===== config.mk =====
export PLATFORM = sky130hd
export DESIGN_NAME = k12a_skip_ctrl
export DESIGN_NICKNAME = d
export VERILOG_FILES = /design/src/rtl/k12a_skip_ctrl_pkg.sv /design/src/rtl/k12a_skip_ctrl.sv
export SDC_FILE = /design/constraint.sdc
export NUM_CORES = 1
export LEC_CHECK = 0
export ABC_AREA = 1
export BUFFER_PORTS_ARGS = -buffer_cell sky130_fd_sc_hd__buf_4
export CAP_MARGIN = 20
export CORE_AREA = 2 2 39 41
export DETAILED_ROUTE_END_ITERATION = 7
export DIE_AREA = 0 0 41 43
export PLACE_DENSITY = 0.63
export SKIP_LAST_GASP = 1
export SLEW_MARGIN = 20
export SYNTH_ARGS = -nofsm -noshare
export SYNTH_HDL_FRONTEND = slang
export SYNTH_SLANG_ARGS = --single-unit

===== constraint.sdc =====
create_clock -name cpu_clock -period 1.2 [get_ports cpu_clock]
set_input_delay 0 -clock cpu_clock [delete_from_list [all_inputs] [get_ports cpu_clock]]
set_output_delay 0 -clock cpu_clock [all_outputs]
set_load 0.05 [all_outputs]

===== src/rtl/k12a_skip_ctrl_pkg.sv =====
// rtl/k12a_skip_ctrl_pkg.sv - shared k12a skip-control types and default constants
//
// Purpose: skip operation encoding and default sizing shared by the control
//          unit, the skip controller and its testbench.
// Contents:
//    skip_op_t      3-bit skip operation requested by the decoded instruction
//    K12A_NUM_COND  default number of condition inputs
//    K12A_MAX_SKIP  default largest skip count
package k12a_skip_ctrl_pkg;

   typedef enum logic [2:0] {
      SKIP_OP_HOLD   = 3'd0,
      SKIP_OP_CLEAR  = 3'd1,
      SKIP_OP_COND   = 3'd2,
      SKIP_OP_COND_N = 3'd3,
      SKIP_OP_ALWAYS = 3'd4
   } skip_op_t;

   localparam int K12A_NUM_COND = 4;
   localparam int K12A_MAX_SKIP = 3;

endpackage


===== src/rtl/k12a_skip_ctrl.sv =====
// rtl/k12a_skip_ctrl.sv - multi-instruction conditional skip controller with interrupt shadow
//
// Purpose: suppresses the next 1..MAX_SKIP retired instructions when a selected
//          condition (optionally inverted) holds; keeps a shadow copy of the
//          live count for interrupt entry and return.
// Ports:
//    cpu_clock       in   single clock, rising-edge state updates
//    reset_n         in   asynchronous active-low reset
//    cond            in   condition vector (bit 0 = alu_condition)
//    cond_idx        in   selects the predicate bit; out-of-range reads as 0
//    skip_op         in   requested skip operation, qualified by insn_retire
//    skip_len        in   number of following instructions to skip
//    insn_retire     in   current instruction completes this cycle
//    flush           in   clear live skip state
//    shadow_save     in   copy post-update count into shadow
//    shadow_restore  in   copy shadow into count
//    skip            out  current instruction is suppressed
//    skip_remaining  out  live count, including the current instruction
module k12a_skip_ctrl
   import k12a_skip_ctrl_pkg::*;
#(
   parameter int NUM_COND = K12A_NUM_COND,
   parameter int MAX_SKIP = K12A_MAX_SKIP,
   localparam int CNT_W = $clog2(MAX_SKIP + 1),
   localparam int SEL_W = (NUM_COND > 1) ? $clog2(NUM_COND) : 1
) (
   input  logic                cpu_clock,
   input  logic                reset_n,
   input  logic [NUM_COND-1:0] cond,
   input  logic [SEL_W-1:0]    cond_idx,
   input  skip_op_t            skip_op,
   input  logic [CNT_W-1:0]    skip_len,
   input  logic                insn_retire,
   input  logic                flush,
   input  logic                shadow_save,
   input  logic                shadow_restore,
   output logic                skip,
   output logic [CNT_W-1:0]    skip_remaining
);

   // Condition vector padded to every value cond_idx can take; the padding
   // bits are zero so an out-of-range index yields a false predicate.
   localparam int               COND_EXT_W = 1 << SEL_W;
   localparam logic [CNT_W-1:0] MAX_CNT    = CNT_W'(MAX_SKIP);

   logic [CNT_W-1:0]      count;
   logic [CNT_W-1:0]      shadow;
   logic [CNT_W-1:0]      count_next;
   logic [CNT_W-1:0]      shadow_next;
   logic [COND_EXT_W-1:0] cond_ext;
   logic                  predicate;
   logic [CNT_W-1:0]      eff_len;
   logic                  set_valid;
   logic                  set_hit;
   logic [CNT_W-1:0]      set_value;

   assign cond_ext  = COND_EXT_W'(cond);
   assign predicate = cond_ext[cond_idx];
   assign eff_len   = (skip_len > MAX_CNT) ? MAX_CNT : skip_len;

   // Only an executed (non-suppressed) retiring instruction may set the count.
   assign set_valid = insn_retire && (count == '0);

   always_comb begin
      set_hit   = 1'b0;
      set_value = eff_len;
      case (skip_op)
         SKIP_OP_CLEAR: begin
            set_hit   = 1'b1;
            set_value = '0;
         end
         SKIP_OP_COND:   set_hit = predicate;
         SKIP_OP_COND_N: set_hit = !predicate;
         SKIP_OP_ALWAYS: set_hit = 1'b1;
         default:        set_hit = 1'b0;
      endcase
   end

   always_comb begin
      count_next = count;
      if (flush) begin
         count_next = '0;
      end else if (shadow_restore) begin
         count_next = shadow;
      end else if (set_valid && set_hit) begin
         count_next = set_value;
      end else if (insn_retire && (count != '0)) begin
         count_next = count - CNT_W'(1);
      end
   end

   // Restore wins over save: a simultaneous save/restore leaves shadow as is.
   always_comb begin
      shadow_next = shadow;
      if (shadow_save && !shadow_restore) begin
         shadow_next = count_next;
      end
   end

   always_ff @(posedge cpu_clock or negedge reset_n) begin
      if (!reset_n) begin
         count  <= '0;
         shadow <= '0;
      end else begin
         count  <= count_next;
         shadow <= shadow_next;
      end
   end

   assign skip           = (count != '0);
   assign skip_remaining = count;

   a_skip_op_legal : assert property (
      @(posedge cpu_clock) disable iff (!reset_n)
      insn_retire |-> (skip_op inside {SKIP_OP_HOLD, SKIP_OP_CLEAR, SKIP_OP_COND,
                                       SKIP_OP_COND_N, SKIP_OP_ALWAYS})
   );

endmodule


# [Word level (Yosys, flattened, before mapping)]
# Cells that the tools add are included.
[classes] muxes=9 addsub=1 div=0 bitwise=0 n_reduce_logical=9 n_shift=0 order_cmp=2 eq_ne=4 multipliers=0
[ops] op="$mux W2" count=6
[ops] op="$eq A3 B2 Y1 const B" count=2
[ops] op="$logic_and A1 B1 Y1" count=4
[ops] op="$eq A3 B1 Y1 const B" count=1
[ops] op="$eq A3 B3 Y1 const B" count=1
[ops] op="$lt A2 B3 Y1 const B" count=1
[ops] op="$pmux W1 S3" count=1
[ops] op="$bmux W1 S2" count=1
[ops] op="$gt A2 B2 Y1 const B" count=1
[ops] op="$logic_not A1 Y1" count=2
[ops] op="$logic_not A2 Y1" count=1
[ops] op="$reduce_bool A2 Y1" count=1
[ops] op="$reduce_or A2 Y1" count=1
[ops] op="$sub A2 B1 Y2 const B" count=1
[ops] op="$mux W1" count=1
[totals] in_bits=17 mem_count=0 reg_bits=4 rom_bits=0 output_inout_bits=3 latch_bits=0 word_cells=27 ramBits=0

# [Depth between registers and ports, before layout]
# Gate-level depths: netlist (run 1).
[depth] word_depth=8 ltp_mapped=11 depth_no_buf=11

# [Least setup slack after synthesis (run 1)]
# No wires, ideal clock.
[synth_timing] path_kind="reg2reg" startpoint="register count[0] (netlist: skip_remaining[0])" endpoint="register shadow[0]" n_path_buf=0 arrival_ps=1682 synth_period_minus_slack_ps=1800 path_stages_with_launch=10 setup_time_ps=117 required_time_ps=1083 slack_ps=-600 cell_sequence="dfrtp_1 > inv_1 > ha_1 > inv_2 > nand2_1 > xor2_1 > nand2_1 > nand3_2 > nand3_1 > nand2_1"
[synth_via] elab_chain_cells=6 word_cells_on_any_way=10 classes_between="add/sub: 1; mux: 4; reduce/logical: 5"
[synth_lines] item="from (decl)" line_no="k12a_skip_ctrl.sv:46" source="logic [CNT_W-1:0] count;"
[synth_lines] item="from (signal assigned)" line_no="k12a_skip_ctrl.sv:105" source="count <= count_next;"
[synth_lines] item="$reduce_bool A2 Y1"
[synth_lines] item="net skip" line_no="k12a_skip_ctrl.sv:37" source="output logic skip,"
[synth_lines] item="$logic_and A1 B1 Y1" line_no="k12a_skip_ctrl.sv:87" source="end else if (insn_retire && (count != '0)) begin"
[synth_lines] item="$mux W2" line_no="k12a_skip_ctrl.sv:87"
[synth_lines] item="$mux W2" line_no="k12a_skip_ctrl.sv:85" source="end else if (set_valid && set_hit) begin"
[synth_lines] item="$mux W2" line_no="k12a_skip_ctrl.sv:83" source="end else if (shadow_restore) begin"
[synth_lines] item="$mux W2" line_no="k12a_skip_ctrl.sv:81" source="if (flush) begin"
[synth_lines] item="to (signal assigned)" line_no="k12a_skip_ctrl.sv:106" source="shadow <= shadow_next;"
[synth_lines] item="to (decl)" line_no="k12a_skip_ctrl.sv:47" source="logic [CNT_W-1:0] shadow;"
# The timed path passes the listed nets, and every way through them passes these cells.
# A chain may end at the register's enable or synchronous reset.

# [Worst setup path in the final report (run 1)]
[layout_timing] startpoint="register count[0] (netlist: skip_remaining[0])" endpoint="register shadow[0]"
[layout_via] elab_chain_cells=6 word_cells_on_any_way=10 classes_between="add/sub: 1; mux: 4; reduce/logical: 5"
[layout_lines] item="parallel branches: the longest is 3 deep, another holds $sub A2 B1 Y2"
[layout_lines] item="$mux W2 *" line_no="k12a_skip_ctrl.sv:85"
[layout_lines] item="$mux W2 *" line_no="k12a_skip_ctrl.sv:83"
[layout_lines] item="$mux W2 *" line_no="k12a_skip_ctrl.sv:81"
# Mark *: on every way between the ends.

==> impl_metrics.yaml, run 1 <==
outcome:
  outcome: "finished with violations"
  violations: "negative setup slack"
cts:
  htreeDepth: 1
  root_buffer: "clkbuf_4"
  clock-sinks: 4
  cts_buffers: 3
  clock_path_buffers: 2
  worstSkewPairLatency_ns: 0.24
  cts_tree: "done"
  path_clk_slew_ns: 0.04
critical_path:
  cp-end-kind: "flop"
  crit_slowest_cell: "dfrtp_2"
  required_ns: 1.32
  path_cells: "inv_2 > ha_4 > nand2_4 > inv_16 > nand2_2 > nand2_1 > nand3_2 > nand3_1 > nand2_1"
  cpMostUsedCell: "nand2_1"
  path_class: "reg2reg"
  crit_arrival_ns: 1.34
  cp-start-kind: "flop"
  cp_max_fo: 3
  slowest_delay_ns: 0.40
routing:
  drt-wirelength-per-cell_um: 7.14
  route.detailed.drc: 0
  first_pass_iters: 3
  drt_iter0_markers: 1
  vias: 448
  ant_nets: 0
  routed_via_density: 4.07
  routed_wirelength_um: 785
yosys:
  netlist-cell-type-count: 15
  syn_area_per_cell_um2: 6.09
  synth_area_leaders: "dfrtp_1 (25%), nand2_1 (20%), inv_1 (12%)"
  yosys.area.top_type: "dfrtp_1"
  synthesis.area_um2: 408
  synth_seq_cells: 4
  synth.net_count: 85
  ys_seq_area_frac: 0.245
  yosysTopAreaCellShare: 0.245
  yosysWarnings: 0
  synthesis.instances: 67
floorplanning:
  die_h_um: 43
  dieWidth_um: 41
  design.core.area_um2: 1380
  die_area_um2: 1760
  rows: 14
  io_pins: 20
  start_util: 0.295
cells_and_area:
  fillCellCount: 156
  synthToLayoutAreaGrowth_pct: 63.5
  diodes: 0
  drive_gt1_frac: 0.457
  nets: 113
  instances_no_fill: 110
placement:
  dp_hpwl_um: 722
  dp_cells: 104
  dp_slack_ns: -0.0792
  routabilityCongestion: 0.724
  port_buffers: 19
worst_hold_path:
  hold_class: "in2reg"
global_routing:
  grt_pass1_wl_um: 1410
  overflow: 0
  grt_antenna_before_repair: 0
  grt_max_degree: 6
  grt_pass1_vias: 401
  grt.total_usage: 0.122
sta:
  rsz0062_at_grt: "yes"
  period_needed_ns: 1.22
  drv_slew: 0
  setup_viol: 2
  period_share: 1.02
  tightest_slew_ns: 0.161
  hold_viol: 0
  fmax_mhz: 819
  finalClockSkew_ns: 0.00606
  setup_ws_ns: -0.0217
  slew_headroom: 0.892
pwr:
  p_leak_nw: 0.403
  vdd_drop_max_mv: 0.656
  p_per_area_nw_per_um2: 910
  power.total_mw: 0.607
job:
  drv_cap: 0
worst paths after layout:
path | startpoint | endpoint | slack (ns) | depth (start not counted)
max | skip_remaining[0]$_DFF_PN0_ | shadow[0]$_DFFE_PN0P_ | -0.02 | 9
min | flush | skip_remaining[1]$_DFF_PN0_ | 0.02 | 4
max reg2reg | skip_remaining[0]$_DFF_PN0_ | shadow[0]$_DFFE_PN0P_ | -0.02 | 9
min reg2reg | shadow[1]$_DFFE_PN0P_ | shadow[1]$_DFFE_PN0P_ | 0.48 | 2
max in group asynchronous | reset_n | skip_remaining[0]$_DFF_PN0_ | 0.99 | 2
min in group asynchronous | reset_n | skip_remaining[1]$_DFF_PN0_ | 0.10 | 2
state kept, by name, summed over array words and instances, names as in the netlist:
name	flops
shadow	2
skip_remaining	2
layout by cell type, fill, tap and decap left out:
| master | netlist | routed |
|---|---|---|
| nand2_2 | 2 | 2 |
| nand3b_1 | 1 | 1 |
| dfrtp_2 | 0 | 2 |
| inv_8 | 0 | 1 |
| buf_4 | 0 | 22 |
| clkbuf_1 | 0 | 1 |
| nor3_1 | 1 | 1 |
| inv_2 | 4 | 5 |
| nand2_4 | 0 | 2 |
| o21ai_0 | 1 | 1 |
| inv_16 | 1 | 1 |
| clkbuf_4 | 0 | 3 |
| nand3_1 | 7 | 7 |
| xor2_1 | 1 | 1 |
| nor2_2 | 1 | 1 |
| dfrtp_1 | 4 | 2 |
| dlygate4sd3_1 | 0 | 1 |
| ha_4 | 0 | 1 |
| nor2_1 | 5 | 5 |
| inv_1 | 13 | 11 |
| nand2_1 | 22 | 20 |
| nand3_2 | 3 | 3 |
metrics by stage:
step           hold WS, ns   util  area [µm²]  TNS [ns]
2_1_floorplan       -0.296      -         440    -0.752
3_3_place_gp        -0.200  0.447         618    -0.198
3_5_place_dp        -0.200  0.447         618    -0.254
4_1_cts            0.00901  0.476         659   -0.0971
5_1_grt             0.0261  0.482         667    -0.380
6_report            0.0151  0.482         667   -0.0409
synth_stat cells, drive strengths merged:
library cell / count
nor3: 1
o21ai: 1
xor2: 1
nand2: 24
nand3: 10
nand3b: 1
nor2: 6
ha: 1
dfrtp: 4
inv: 18
area by class of cell:
cell class	instances	area (µm²)	share of cell area
Inverter	18	91.3	0.137
Timing Repair Buffer	23	175	0.263
Sequential cell	4	103	0.154
Clock buffer	4	26.3	0.0394
Multi-Input combinational cell	45	251	0.377
Tap cell	16	20.0	0.0300
timing repair:
item | in CTS | in global routing
pin swaps | 0 | 0
setup buffers | 0 | 1
hold endpoints to repair | 4 | 0
setup endpoints to repair | 4 | 4
resized for setup | 1 | 0
hold buffers | 1 | 0
power breakdown:
| part | switching, mW | total [mW] | internal [mW] |
|---|---|---|---|
| sequential | 0.00791 | 0.158 | 0.150 |
| combinational | 0.147 | 0.267 | 0.120 |
| clock | 0.0563 | 0.181 | 0.125 |
| total | 0.212 | 0.607 | 0.395 |
routing by layer:
layer  share of wire  GRT usage
met5               0          0
met4           0.011      0.120
met3           0.036     0.0314
met2            0.53      0.166
met1            0.42      0.142
cell families (layout without fill, tap and decap cells):
family	Yosys count	count (layout)	share of synthesized area
fa+ha+maj	1	1	0.0307
buf+inv	18	45	0.206
flops	4	4	0.245
compound gates	1	1	0.0123
xor+xnor	1	1	0.0215
simple gates	42	42	0.485
critical path: cells and delay by family, from the launching register on:
family | cells | cell delay [ns]
flops | 1 | 0.40
buf+inv | 2 | 0.13
fa+ha+maj | 1 | 0.17
simple gates | 6 | 0.41
No activity file was read; power rests on OpenSTA's default activity.
==> run 2, diff against run 1 <==
- CELL_PAD_IN_SITES_DETAIL_PLACEMENT: unset -> 1
- CELL_PAD_IN_SITES_GLOBAL_PLACEMENT: unset -> 1
- CORE_AREA: 2 2 39 41 -> unset
- CORE_UTILIZATION: unset -> 29
- CTS_CLUSTER_SIZE: unset -> 40
- DIE_AREA: 0 0 41 43 -> unset
- PLACE_DENSITY: 0.63 -> 0.82
- clock period: 1.2 -> 1.6 ns (I/O delays scaled with it)
==> run 2 against run 1 <==
The run now ends clean; setup slack gained 0.21 ns; global-route usage grew 2.4 points; non-clock buffer count shrank 3; sequential cell count is the same; largest cell class unchanged; highest routed layer is now met3.
==> impl_metrics.yaml, run 2 (same netlist as run 1, synthesis figures left out) <==
critical_path:
  worst-r2r-setup-slack_ns: 0.19
  crit_arrival_ns: 1.52
  path_class: "reg2reg"
  rr_worst_depth: 9
  cp_max_fo: 3
  reg2reg_from: "skip_remaining[0]$_DFF_PN0_"
  worstReg2RegEnd: "shadow[0]$_DFFE_PN0P_"
  cp-end-kind: "flop"
  crit_slowest_cell: "dfrtp_2"
  path_cells: "inv_1 > ha_1 > nand2_2 > inv_16 > nand2_2 > nand2_1 > nand3_2 > nand3_1 > nand2_1"
  startpoint: "skip_remaining[0]$_DFF_PN0_"
  slowest_delay_ns: 0.39
  cp-start-kind: "flop"
  required_ns: 1.71
job:
  drv_cap: 0
sta:
  tightest_slew_ns: 0.191
  slew_headroom: 0.872
  period_share: 0.881
  rsz0062_at_grt: "no"
  fmax_mhz: 709
  setup_ws_ns: 0.190
  fin_setup_tns_ns: 0
  hold_ws_ns: 0.0283
  hold_viol: 0
  finalClockSkew_ns: 0.00252
  drv_slew: 0
  period_needed_ns: 1.41
  setup_viol: 0
worst_hold_path:
  min_path_cells: 4
  hold_class: "in2reg"
  hold_end: "skip_remaining[1]$_DFF_PN0_"
  holdCritStartpoint: "flush"
cells_and_area:
  diodes: 0
  synthToLayoutAreaGrowth_pct: 49.4
  instances_no_fill: 105
  fillCellCount: 182
  final_cell_mix: "nand2_1 (21), buf_4 (19), inv_1 (13), nand3_1 (7), nor2_1 (5)"
  final_core_util: 0.468
  multiInputGateArea_um2: 226
  nets: 110
  drive_gt1_frac: 0.400
  ff_latch_area_um2: 103
  layout_commonest_cell: "nand2_1"
placement:
  dp_hpwl_um: 805
  dp_cells: 101
  dp_slack_ns: 0.124
  routabilityCongestion: 0.712
  port_buffers: 19
routing:
  vias: 458
  route.detailed.drc: 0
  ant_nets: 0
  routed_wirelength_um: 913
  routed_via_density: 4.36
  first_pass_iters: 4
  drt-wirelength-per-cell_um: 8.70
  drt_iter0_markers: 3
floorplanning:
  design.core.area_um2: 1300
  start_util: 0.313
  rows: 13
  io_pins: 20
  die_area_um2: 1560
  dieWidth_um: 39.5
  die_h_um: 39.5
pwr:
  p_per_area_nw_per_um2: 683
  p_leak_nw: 0.375
  vdd_drop_max_mv: 0.344
cts:
  path_clk_slew_ns: 0.04
  cts_tree: "done"
  root_buffer: "clkbuf_4"
  post-cts-setup-buffer-count: 0
  clock-sinks: 4
  worstSkewPairLatency_ns: 0.23
  clock_path_buffers: 2
  cts_buffers: 3
  htreeDepth: 1
global_routing:
  overflow: 0
  grt_pass1_wl_um: 1590
  grt.total_usage: 0.146
  grt_max_degree: 6
  grt_pass1_vias: 440
  grt_antenna_before_repair: 0
outcome:
  outcome: "completed"
## run 2: how the worst max path moves through the flow
stage	endpoint	slack [ns]
2_1_floorplan	shadow[0]$_DFFE_PN0P_	0.01
3_3_place_gp	shadow[0]$_DFFE_PN0P_	0.17
3_5_place_dp	shadow[0]$_DFFE_PN0P_	0.12
4_1_cts	shadow[0]$_DFFE_PN0P_	0.10
5_1_grt	shadow[0]$_DFFE_PN0P_	0.08
6_report	shadow[0]$_DFFE_PN0P_	0.19
## run 2: repair_timing
item | 4_1_cts | 5_1_grt
resized for setup | 0 | 1
setup endpoints to repair | 0 | 1
endpoints found under the hold margin | 4 | 0
hold buffers | 1 | 0
## run 2: worst max-delay path, delay by kind of cell (launching register included)
| family | cells | cell delay [ns] |
|---|---|---|
| flip-flops | 1 | 0.39 |
| AND/OR/NAND/NOR | 6 | 0.50 |
| buffers and inverters | 2 | 0.17 |
| adder cells (fa/ha/maj) | 1 | 0.24 |
## run 2: layout make-up
cell class,count,area share
repair buffers,20,0.251
inverters,18,0.142
well taps,15,0.0308
clock buffers,3,0.0370
multi-input cells,45,0.372
flip-flops and latches,4,0.168
## run 2: metal layers
| layer | share of wire | vias up | global-route usage | wire [µm] |
|---|---|---|---|---|
| li1 | - | 247 | - | - |
| met1 | 0.41 | 201 | 0.164 | 378 |
| met2 | 0.55 | 10 | 0.287 | 505 |
| met3 | 0.032 | 0 | 0.0170 | 29 |
| met4 | 0 | 0 | 0.0259 | 0 |
| met5 | 0 | - | 0 | 0 |
## run 2: power by group
group | switching (mW) | total (mW) | internal [mW]
sequential | 0.00656 | 0.120 | 0.113
clock | 0.0362 | 0.120 | 0.0836
combinational | 0.103 | 0.177 | 0.0733
total | 0.146 | 0.416 | 0.270
## run 2: metrics by stage
| stage | power, mW | area, µm² |
|---|---|---|
| CTS | 0.423 | 607 |
| global placement | 0.291 | 574 |
| finish | 0.416 | 609 |
| floorplan | 0.233 | 413 |
| global route | 0.453 | 609 |
| detailed placement | 0.296 | 574 |
==> run 3, diff against run 2 <==
- ABC_AREA: 1 -> 0
- CORE_AREA: unset -> 2 2 39 41
- CORE_UTILIZATION: 29 -> unset
- DIE_AREA: unset -> 0 0 41 43
- PLACE_DENSITY: 0.82 -> 0.72
- clock period: 1.6 -> 1.3 ns (I/O delays scaled with it)
==> run 3 against run 2 <==
Via count shrank 12%; global-route usage shrank 1.3 points; the run now ends with negative setup slack left; design area shrank 1.8%; largest power group unchanged; highest routed layer unchanged.
==> impl_metrics.yaml, run 3 <==
outcome:
  outcome: "finished with violations"
  violations: "negative setup slack"
critical_path:
  reg2reg_from: "skip_remaining[0]$_DFF_PN0_"
  cp-end-kind: "flop"
  rr_worst_depth: 7
  required_ns: 1.39
  path_cells: "inv_2 > ha_4 > and2_4 > nand3b_1 > or3_4 > a32oi_2 > a211oi_1"
  crit_arrival_ns: 1.77
  cp-start-kind: "flop"
  crit_slowest_cell: "dfrtp_2"
  worst-r2r-setup-slack_ns: -0.38
  crit_family: "simple AND/OR/NAND/NOR gates"
  cp.depth: 7
  cp_max_fo: 3
  crit_end: "skip_remaining[1]$_DFF_PN0_"
  worstReg2RegEnd: "skip_remaining[1]$_DFF_PN0_"
  slowest_delay_ns: 0.40
  startpoint: "skip_remaining[0]$_DFF_PN0_"
  critPathBufInv: 1
  path_class: "reg2reg"
cts:
  path_clk_slew_ns: 0.04
  cts_tree: "done"
  root_buffer: "clkbuf_4"
  worstSkewPairLatency_ns: 0.23
  clock-sinks: 4
  htreeDepth: 1
  clock_path_buffers: 2
  cts_buffers: 3
  post-cts-setup-buffer-count: 0
global_routing:
  grt_pass1_vias: 399
  grt.total_usage: 0.133
  grt_antenna_before_repair: 0
  overflow: 0
  grt_pass1_wl_um: 1570
  grt_max_degree: 6
cells_and_area:
  layout_commonest_cell: "buf_4"
  nets: 86
  drive_gt1_frac: 0.545
  diodes: 0
  final_core_util: 0.432
  fin_area_um2: 598
  synthToLayoutAreaGrowth_pct: 83.8
  instances_no_fill: 82
  final_cell_mix: "buf_4 (22), nand2_1 (6), inv_1 (3), mux2i_1 (3), clkbuf_4 (3)"
yosys:
  synth_area_leaders: "dfrtp_1 (31%), mux2i_1 (9.2%), nand2_1 (6.9%)"
  synth_most_common_cell: "nand2_1"
  syn_area_per_cell_um2: 8.34
  synth_ff_type: "dfrtp_1"
  async_flop_share: 1.00
  yosysTopAreaCellShare: 0.308
  netlist-cell-type-count: 20
  yosys.area.top_type: "dfrtp_1"
  synthesis.area_um2: 325
  yosysWarnings: 0
  synthTopCellsByCount: "nand2_1 (6), inv_1 (5), dfrtp_1 (4), mux2i_1 (3)"
  synthesis.instances: 39
  ys_seq_area_frac: 0.308
  synth.net_count: 57
  synth_edf_count: 0
  synth_seq_cells: 4
sta:
  setup_viol: 4
  fmax_mhz: 595
  setup_ws_ns: -0.380
  rsz0062_at_grt: "yes"
  hold_viol: 0
  finalClockSkew_ns: 0.00688
  period_share: 1.29
  drv_slew: 0
  tightest_slew_ns: 0.275
  period_needed_ns: 1.68
  slew_headroom: 0.811
placement:
  routabilityCongestion: 0.652
  dp_cells: 77
  place_area_um2: 528
  dp_hpwl_um: 738
  dp_slack_ns: -0.410
  port_buffers: 19
floorplanning:
  io_pins: 20
  die_h_um: 43
  die_area_um2: 1760
  rows: 14
  dieWidth_um: 41
  design.core.area_um2: 1380
  start_util: 0.235
routing:
  ant_nets: 0
  first_pass_iters: 4
  vias: 402
  drt_iter0_markers: 2
  routed_wirelength_um: 939
  route.detailed.drc: 0
  drt-wirelength-per-cell_um: 11.5
  routed_via_density: 4.90
pwr:
  p_per_area_nw_per_um2: 884
  p_leak_nw: 0.283
  vdd_drop_max_mv: 0.473
job:
  drv_cap: 0
worst_hold_path:
  hold_class: "in2async"
## run 3: cell count changes in the layout (fill, tap and decap cells not counted), moves of 2 or more
cell      change
inv_1        -10
nand3_1       -7
a32oi_2       +2
o31ai_1       +2
nand3_2       -3
nand2b_1      +2
o21ai_1       +2
nand2_1      -15
a211oi_1      +2
mux2i_1       +3
buf_4         +3
nor2_1        -3
nand2_2       -3
## run 3: worst min path at each step
stage / start / endpoint / slack (ns)
CTS: reset_n / shadow[0]$_DFFE_PN0P_ / 0.09
floorplan: reset_n / shadow[0]$_DFFE_PN0P_ / -0.30
finish: reset_n / shadow[0]$_DFFE_PN0P_ / 0.09
global route: reset_n / shadow[0]$_DFFE_PN0P_ / 0.09
global placement: reset_n / shadow[1]$_DFFE_PN0P_ / -0.20
detailed placement: reset_n / shadow[1]$_DFFE_PN0P_ / -0.20
## run 3: metal layers
metal,GRT usage,part of all wire
met2,0.231,0.58
met3,0.0314,0.067
met4,0.0600,0
met1,0.139,0.35
met5,0,0
## run 3: what timing repair did
item | 4_1_cts | 5_1_grt
hold buffers | 2 | 0
cloned | 0 | 0
resized for setup | 4 | 1
endpoints found under the hold margin | 8 | 0
endpoints found under the setup margin | 4 | 4
pin swaps | 1 | 0
## run 3: kinds of logic after synthesis
| kind of cell | Yosys count | share of synthesized area |
|---|---|---|
| xor+xnor | 1 | 0.0269 |
| simple gates | 14 | 0.212 |
| flops | 4 | 0.308 |
| compound gates | 10 | 0.231 |
| buf+inv | 5 | 0.0577 |
| mux | 4 | 0.127 |
| fa+ha+maj | 1 | 0.0385 |
## run 3: metrics by stage
stage / hold slack (ns) / total power [mW] / setup TNS, ns
floorplan: -0.296 / 0.265 / -1.71
global placement: -0.204 / 0.352 / -1.36
detailed placement: -0.202 / 0.357 / -1.54
CTS: 0.0878 / 0.532 / -1.47
global route: 0.0887 / 0.572 / -1.89
finish: 0.0940 / 0.529 / -1.45
## run 3: power by group
group	switching, mW	internal (mW)
combinational	0.115	0.114
sequential	0.00796	0.139
clock	0.0495	0.103
## run 3: layout make-up
cell class	count	area, µm²
Clock buffer	3	22.5
Fill cell	179	786
Sequential cell	4	103
Tap cell	16	20.0
Timing Repair Buffer	24	185
Multi-Input combinational cell	30	249
Inverter	5	18.8
## run 3: worst register-to-register path, delay by kind of cell, from the launching register on
kind / cells / cell delay (ns)
compound gates: 2 / 0.34
flops: 1 / 0.40
buf+inv: 1 / 0.07
fa+ha+maj: 1 / 0.13
simple gates: 3 / 0.61
